## config.mk

```make
export PLATFORM = sky130hd
export DESIGN_NAME = multi_counter
export DESIGN_NICKNAME = d
export VERILOG_FILES = /design/src/rtl/counter_pkg.sv /design/src/rtl/counter_channel.sv /design/src/rtl/multi_counter.sv
export SDC_FILE = /design/constraint.sdc
export NUM_CORES = 1
export LEC_CHECK = 0
export ABC_AREA = 1
export CAP_MARGIN = 20
export CORE_ASPECT_RATIO = 0.5
export CORE_MARGIN = 3
export CORE_UTILIZATION = 49
export DETAILED_ROUTE_END_ITERATION = 10
export PLACE_DENSITY = 0.92
export SLEW_MARGIN = 20
export SYNTH_ARGS = -nofsm -noshare
export SYNTH_HDL_FRONTEND = slang
export SYNTH_SLANG_ARGS = --single-unit
```

## constraint.sdc

```tcl
create_clock -name clk -period 2.1 [get_ports clk]
set_input_delay 0.525 -clock clk [delete_from_list [all_inputs] [get_ports clk]]
set_output_delay 0.525 -clock clk [all_outputs]
set_load 0.01 [all_outputs]
```

## src/rtl/counter_pkg.sv

```systemverilog
// Shared definitions for the multi-channel counter bank.
package counter_pkg;

  localparam int unsigned MAX_NUM_CH = 16;

  // All-ones value for a counter of the given width (width 1..32).
  function automatic logic [31:0] count_max(input int unsigned width);
    logic [31:0] m;
    if (width >= 32) m = '1;
    else             m = (32'd1 << width) - 32'd1;
    return m;
  endfunction

  // Per-channel control strobes bundled for the channel instance.
  typedef struct packed {
    logic en;
    logic up;
    logic sat;
    logic load;
    logic ovf_clr;
  } ch_ctrl_t;

endpackage

```

## src/rtl/counter_channel.sv

```systemverilog
// One up/down counter channel: load, wrap/saturate, terminal-count pulse
// and sticky overflow flag.
module counter_channel
  import counter_pkg::*;
#(
  parameter int unsigned WIDTH = 8
) (
  input  logic             clk,
  input  logic             reset,
  input  ch_ctrl_t         ctrl,
  input  logic [WIDTH-1:0] load_val,
  output logic [WIDTH-1:0] q,
  output logic             tc,
  output logic             ovf
);

  localparam logic [WIDTH-1:0] MAX = WIDTH'(count_max(WIDTH));

  logic             at_limit;
  logic             tc_event;
  logic [WIDTH-1:0] q_next;

  // Next count value and terminal-count detection for the sampled controls.
  always_comb begin
    at_limit = ctrl.up ? (q == MAX) : (q == '0);
    tc_event = ctrl.en & ~ctrl.load & at_limit;
    q_next   = q;
    if (ctrl.load) begin
      q_next = load_val;
    end else if (ctrl.en) begin
      if (at_limit && ctrl.sat) q_next = q;
      else if (ctrl.up)         q_next = q + WIDTH'(1);
      else                      q_next = q - WIDTH'(1);
    end
  end

  // Count, pulse and sticky-flag registers; a set of ovf beats a clear.
  always_ff @(posedge clk) begin
    if (reset) begin
      q   <= '0;
      tc  <= 1'b0;
      ovf <= 1'b0;
    end else begin
      q   <= q_next;
      tc  <= tc_event;
      ovf <= tc_event | (ovf & ~ctrl.ovf_clr);
    end
  end

endmodule

```

## src/rtl/multi_counter.sv

```systemverilog
// N-channel up/down counter bank; slices the flat buses onto channels.
module multi_counter
  import counter_pkg::*;
#(
  parameter int unsigned NUM_CH = 4,
  parameter int unsigned WIDTH  = 8
) (
  input  logic                    clk,
  input  logic                    reset,
  input  logic [NUM_CH-1:0]       en,
  input  logic [NUM_CH-1:0]       up,
  input  logic [NUM_CH-1:0]       sat,
  input  logic [NUM_CH-1:0]       load,
  input  logic [NUM_CH*WIDTH-1:0] load_val,
  input  logic [NUM_CH-1:0]       ovf_clr,
  output logic [NUM_CH*WIDTH-1:0] q,
  output logic [NUM_CH-1:0]       tc,
  output logic [NUM_CH-1:0]       ovf
);

  for (genvar i = 0; i < int'(NUM_CH); i++) begin : g_ch
    ch_ctrl_t ctrl;

    // Bundle this channel's control strobes.
    always_comb begin
      ctrl = '{en: en[i], up: up[i], sat: sat[i], load: load[i], ovf_clr: ovf_clr[i]};
    end

    counter_channel #(.WIDTH(WIDTH)) u_ch (
      .clk      (clk),
      .reset    (reset),
      .ctrl     (ctrl),
      .load_val (load_val[i*WIDTH +: WIDTH]),
      .q        (q[i*WIDTH +: WIDTH]),
      .tc       (tc[i]),
      .ovf      (ovf[i])
    );
  end

endmodule

```

==> results by group <==
STA
  • Hold slack: 0.466 ns
  • # setup viols final: 0
  • RSZ-0062 raised after global routing: no
  • Final Hold Viols: 0
  • Worst Clk Skew: 0.00728 ns
  • Worst-Margin Slew: 0.318 ns
  • Max Slew Vio Count: 0
  • Final period util: 91.6%
  • Rel. slew slack: 78.8%
  • Tmin final: 1.92 ns
  • Fmax: 520 MHz

Setup path
  • Crit path kind: flip-flop to output pin
  • CP max FO: 7
  • Crit path max-delay family: buffers and inverters
  • Critical Path Max Stage Delay: 0.62 ns
  • R2R Path Start: g_ch[3].u_ch.q[1]
  • Crit-path slowest cell: clkdlybuf4s50_1
  • Worst setup path startpoint: g_ch[3].u_ch.q[0]
  • CP cell instances: clkdlybuf4s50_1
  • CP required: 1.57 ns
  • Critical path arrival: 1.40 ns
  • Buf+Inv Stages, Crit Path: 1
  • Worst setup EP type: output pin
  • Worst setup SP type: flip-flop

Job
  • Max_cap viols: 0

Min path
  • Min-Delay Path Class: flip-flop to flip-flop
  • Hold wc startpoint: g_ch[1].u_ch.ovf

Global route
  • GRT Overall Usage: 25.9%
  • Vias in the first global route: 3,915
  • First-pass GRT wire length: 17,200 microns
  • Antenna violations before repair: 0
  • Largest net degree at the start of global routing: 17
  • GR Overflow Total: 0

CTS
  • Clock sink total: 40
  • Clock root buffer: clkbuf_16
  • Clk slew on worst S/H paths: 0.06 ns
  • Max clock buf depth: 2
  • H-Tree Level Count: 2
  • CTS tree: built
  • Worst skew pair latency: 0.28 ns
  • Total CTS buffers: 5

Die
  • Die area: 7980 sq um
  • Top Ports: 94
  • Die height: 64.7 microns
  • CORE AREA: 6360 sq um
  • Die Width: 123 microns
  • Starting density of the core: 53.1%
  • FP Rows: 20

Logic synthesis
  • Area share of the leading cell type in the synthesized netlist: 23.7%
  • Post-synth ARST share: 0%
  • Area leader, netlist: dfxtp_1
  • Flops & latches, synth: 40
  • EDFF count, synth: 0
  • Post-synthesis sequential area ratio: 23.7%
  • Yosys warnings: 0
  • Synth Flop Type: dfxtp_1
  • Syn Nets: 627
  • Yosys cell types: 34
  • Largest cells by area after synthesis: dfxtp_1 (24%), nand2_1 (21%), ha_1 (8.9%)
  • Avg Cell Area, Syn: 6.19 sq um
  • Area of the mapped netlist: 3370 sq um
  • Synthesized instance count: 545

Finish
  • Area Growth Syn to Fin: 45.4%
  • Commonest cells after routing, fill and taps aside: nand2_1 (186), clkdlybuf4s50_1 (89), nor2_1 (66)
  • FILL cells: 462
  • Final instance area: 4900 sq um
  • Final core utilization: 77.1%
  • Fraction of layout cells with a size suffix above 1: 13.8%
  • # diodes: 0
  • Commonest non-fill, non-tap cell in the layout: nand2_1
  • Nets: 757

Route
  • Starting DRT DRC Count: 345
  • Final WL: 10,300 microns
  • WL per Instance: 13.5 microns
  • First-pass DRT Iterations: 5
  • Top Layer Used: met4
  • Vias per cell: 5.35
  • M1 wire length: 4420 microns
  • Met3 routed wirelength: 601 microns
  • Vias: 4,084
  • Final ANT Viol Nets: 0
  • Met2 wire len: 5030 microns
  • Drc violations: 0

Place
  • Placer Congestion: 0.930
  • Hpwl dp: 7830 microns
  • Placed inst area: 4650 sq um
  • Port Buffers: 93

Pwr
  • Pleak: 2.43 nW
  • Worst VDD drop: 0.325 mV
  • PD cells: 576 nW/um^2

Status
  • Outcome: completed
-- layer usage --
metal | vias up | global-route usage [%]
li1 | 1989 | -
met1 | 1880 | 32.4
met2 | 181 | 46.0
met3 | 34 | 4.36
met4 | 0 | 7.31
met5 | - | 0
-- where the power goes --
group | total [mW] | leakage, nW | internal, mW | switching (mW)
Clock | 0.730 | 0.0657 | 0.431 | 0.299
Sequential | 0.928 | 0.330 | 0.824 | 0.104
Combinational | 1.16 | 2.04 | 0.595 | 0.569
-- cells by family after synthesis --
family / share of synthesized area, %
AO/OA/AOI/OAI: 9.09
AND/OR/NAND/NOR: 43.9
buffers and inverters: 9.12
multiplexers: 0.297
adder cells (fa/ha/maj): 11.3
flip-flops: 23.7
XOR/XNOR: 2.60
-- final timing paths --
kind	endpoint	slack, ns	depth (start not counted)
min reg2reg	g_ch[1].u_ch.ovf	0.47	2
max reg2reg	g_ch[3].u_ch.q[3]	0.34	8
min	g_ch[1].u_ch.ovf	0.47	2
max	q[24]	0.18	1
-- state kept, by name (all words and copies together) (netlist names) --
signal and count:
g_ch.u_ch.q 32, g_ch.u_ch.tc 4, g_ch.u_ch.ovf 4
-- timing repair --
item / CTS / global route
setup buffers: 0 / 0
setup endpoints to repair: 15 / 23
hold buffers: 0 / 0
gates resized for setup: 8 / 16
pin swaps: 0 / 2
-- Yosys cell counts (2+ instances only) --
master / n
nand2_1: 186
nor2_1: 66
inv_1: 53
nand3_1: 46
dfxtp_1: 40
a21oi_1: 29
ha_1: 24
nand3b_1: 10
o21ai_0: 10
buf_4: 9
nand2_2: 7
or2_2: 7
a21oi_2: 5
nand4_1: 5
nor3_1: 5
xnor2_1: 5
xor2_1: 5
clkbuf_1: 4
clkinv_1: 4
fa_1: 4
nand2_4: 3
or2_1: 3
nand3_2: 2
o21bai_1: 2
o31ai_1: 2
-- layout make-up --
class	count	area [sq um]	area share (%)
Clock buffer	5	125	2.55
Clock inverter	2	12.5	0.255
Inverter	57	221	4.52
Multi-Input combinational cell	434	2360	48.2
Sequential cell	40	801	16.3
Tap cell	88	110	2.25
Timing Repair Buffer	137	1270	25.9
-- metrics by stage --
stage / power [mW] / instances / TNS [ns] / worst slack (ns)
floorplan: 1.53 / 545 / 0 / 0.256
global placement: 2.00 / 756 / -5.52 / -0.270
detailed placement: 2.04 / 756 / -7.08 / -0.366
CTS: 2.78 / 763 / 0 / 0.00338
global route: 3.00 / 763 / 0 / 0.131
finish: 2.82 / 763 / 0 / 0.177
No activity file was read; power rests on OpenSTA's default activity.
==> edit 1, RTL diff (same settings) <==
`WIDTH` is set to 8 in 2 places; all go to 6.
--- a/src/rtl/counter_channel.sv
+++ b/src/rtl/counter_channel.sv
@@ -5,3 +5,3 @@
 #(
-  parameter int unsigned WIDTH = 8
+  parameter int unsigned WIDTH = 6
 ) (
--- a/src/rtl/multi_counter.sv
+++ b/src/rtl/multi_counter.sv
@@ -5,3 +5,3 @@
   parameter int unsigned NUM_CH = 4,
-  parameter int unsigned WIDTH  = 8
+  parameter int unsigned WIDTH  = 6
 ) (
Interface: changed (resized load_val and q); port bits go from 94 to 78. The function was not compared with the original's and may differ.
==> edit 1 against the unedited design <==
Wire length shrank 34%. Worst setup slack lost 0.031 ns. Cell area shrank 27%. Total power shrank 28%. Sequential cell count shrank 8. Hold slack gained 0.0011 ns. Global-route usage shrank 2.7 points. Synthesized area shrank 23%. Utilization shrank 6.0 points. Highest routed layer unchanged.
==> edit 1: results <==
[yosys]
synthTopCellsByCount = 149 x nand2_1, 35 x nand3_1, 35 x nor2_1
syn_nets = 466
synth-xor-area-share = 0.0304
synth_compound_area_frac = 0.0984
synth.area.top_cells = dfxtp_1 25%, nand2_1 22%, ha_1 7.7%, nand3_1 6.8%, nor2_1 5.1%
synth_seq_area_share = 0.247
synth_fa_ha_area_frac = 0.108

[cells_and_area]
layout-drive-gt1-share = 0.121
reg_top3 = g_ch.u_ch.q x24, g_ch.u_ch.ovf x4, g_ch.u_ch.tc x4
nets = 552
fillers = 414

[critical_path]
critPathMaxFanout = 5
rrSetupSlack_ns = 0.60
max_stage_delay_ns = 0.48
r2r_start = g_ch[0].u_ch.q[0]

[status]
status = finished clean

[detailed_routing]
wl_per_cell_um = 12.3
via_count = 2788
drtPass1Iterations = 4

[timing]
worst_pin_slew_ns = 0.365
skew_ns = 0.00485

[placed_design]
dpl-instance-area_mm2 = 0.00348
gp_congestion = 0.943
dp_hpwl_mm = 5.39
io_buffers = 77
dp_slack_ns = -0.138

[power_and_ir_drop]
leakagePower_nw = 1.71
ir_worst_vdd_v = 0.000294
p_int_mw = 1.32

[clock_network]
cts_resized = 0

[grt]
grt_usage = 0.232
grt_pass1_vias = 2644
grt_max_degree = 26
grt_pass1_wl_mm = 11.7
-- edit 1: cell count changes after synthesis, sizes merged, moves of 5 or more --
cell | unedited run | this run
nand3 | 48 | 39
nor2 | 66 | 35
dfxtp | 40 | 32
ha | 24 | 16
inv | 53 | 39
nand3b | 10 | 2
or2 | 11 | 4
nand2 | 196 | 157
nor3 | 5 | 0
-- edit 1: routing by layer --
metal  part of all wire  track usage  up-vias
li1                   -            -     1440
met1               0.45        0.286     1259
met2               0.48        0.411       78
met3              0.050       0.0475       11
met4              0.013       0.0719        0
met5                  0            0        -
-- edit 1: final cells by class --
class	count	area (um2)	share of cell area
multi-input combinational	314	1710	0.477
timing repair buffer	94	898	0.251
sequential	32	641	0.179
inverter	39	149	0.0417
tap	70	87.6	0.0245
clock buffer	6	82.6	0.0231
clock inverter	2	10.0	0.00280
-- edit 1: worst max-delay path by stage --
stage               start                end  slack (ns)  depth (start not counted)
global route        up[3]  g_ch[3].u_ch.q[3]       0.004                         11
detailed placement  up[1]  g_ch[1].u_ch.q[4]       -0.14                         10
global placement    up[3]  g_ch[3].u_ch.q[4]       -0.09                         10
finish              up[1]  g_ch[1].u_ch.q[4]        0.15                         10
CTS                 up[2]  g_ch[2].u_ch.q[4]        0.15                         10
floorplan           up[3]  g_ch[3].u_ch.q[4]        0.45                          9
-- edit 1: worst reg2reg max path, delay by kind of cell (launching register included) --
kind / cells / cell delay (ns)
compound gates: 1 / 0.12
xor+xnor: 1 / 0.13
simple gates: 5 / 0.35
fa+ha+maj: 1 / 0.46
flops: 1 / 0.39
-- edit 1: per-stage QoR --
step	total power, mW	hold WS, ns	instances
6_report	2.02	0.467	557
5_1_grt	2.16	0.496	557
4_1_cts	2.02	0.468	557
3_5_place_dp	1.53	0.458	549
3_3_place_gp	1.51	0.457	549
2_1_floorplan	1.20	0.444	400
==> edit 2, RTL diff (same settings) <==
Without the edit above. Add an input register stage for `load_val`, without a reset; this delays it by one clock. The other inputs are not delayed to match.
--- a/src/rtl/multi_counter.sv
+++ b/src/rtl/multi_counter.sv
@@ -20,2 +20,8 @@
 
+  logic [NUM_CH*WIDTH-1:0] load_val_q;
+
+  always_ff @(posedge clk) begin
+    load_val_q <= load_val;
+  end
+
   for (genvar i = 0; i < int'(NUM_CH); i++) begin : g_ch
@@ -32,3 +38,3 @@
       .ctrl     (ctrl),
-      .load_val (load_val[i*WIDTH +: WIDTH]),
+      .load_val (load_val_q[i*WIDTH +: WIDTH]),
       .q        (q[i*WIDTH +: WIDTH]),
Behaviour: not the same (a bounded check fails within 4 cycles, from zero or initial values and one cycle with reset high).
==> edit 2 against the unedited design <==
Sequential cell count is 32 higher. Utilization decreased by 3.3 points. Cell count is 5.9% higher. Wire length increased by 8.0%. Largest cell class unchanged. Cell area rose by 14%. Synthesized area is 17% higher. Worst setup slack got worse by 0.039 ns. Non-clock buffer count down 4. Total power rose by 54%. Largest power group is now clock.
==> edit 2: results <==
[status]
status = finished clean

[placed_design]
dpl-instance-area_mm2 = 0.00524
dp_slack_ns = -0.341
dp_hpwl_mm = 7.83

[grt]
grt_max_degree = 19
grt_pass1_vias = 3972

[yosys]
synth.area.top_cells = dfxtp_1 36%, nand2_1 15%, nor2_1 8.3%, ha_1 7.6%, nand3_1 6.7%
synth_cells = 563
synth-xor-area-share = 0.0310
synthTopCellsByCount = 153 x nand2_1, 87 x nor2_1, 72 x dfxtp_1
synth_fa_ha_area_frac = 0.0963

[cells_and_area]
nets = 777
postLayoutCellArea_mm2 = 0.00559
layout-drive-gt1-share = 0.117
reg_top3 = g_ch.u_ch.q x32, load_val_q x32

[power_and_ir_drop]
p_clk_frac = 0.380
p_int_mw = 3.09
leakagePower_nw = 2.70
power_frac_seq = 0.362

[critical_path]
endpoint = q[8]
reg2reg_to = g_ch[2].u_ch.q[6]

[detailed_routing]
routed_wl_mm = 11.1
drtPass1Iterations = 7
via_count = 4111
drtIter0Drc = 305

[timing]
skew_ns = 0.00795
max_freq_mhz = 510
worst_pin_slew_ns = 0.311
holdWs_ns = 0.466

[hold_path]
min_to = g_ch[0].u_ch.ovf
## edit 2: cell type report
| cell class | count | area share |
|---|---|---|
| multi-input cells | 420 | 0.398 |
| flip-flops and latches | 72 | 0.258 |
| repair buffers | 133 | 0.221 |
| clock buffers | 10 | 0.0427 |
| inverters | 59 | 0.0412 |
| well taps | 108 | 0.0242 |
| clock inverters | 5 | 0.0145 |
| diodes | 1 | 0.000448 |
## edit 2: metal layers
| metal | wire length (um) | share of wire | track usage |
|---|---|---|---|
| met5 | 0 | 0 | 0 |
| met1 | 4740 | 0.43 | 0.290 |
| met3 | 530 | 0.048 | 0.0572 |
| met2 | 5570 | 0.50 | 0.439 |
| met4 | 286 | 0.026 | 0.0979 |
## edit 2: what timing repair did
item,in CTS,in global routing
gates resized for setup,3,10
hold buffers,0,0
pin swaps,1,0
endpoints found under the hold margin,0,0
setup endpoints to repair,2,12
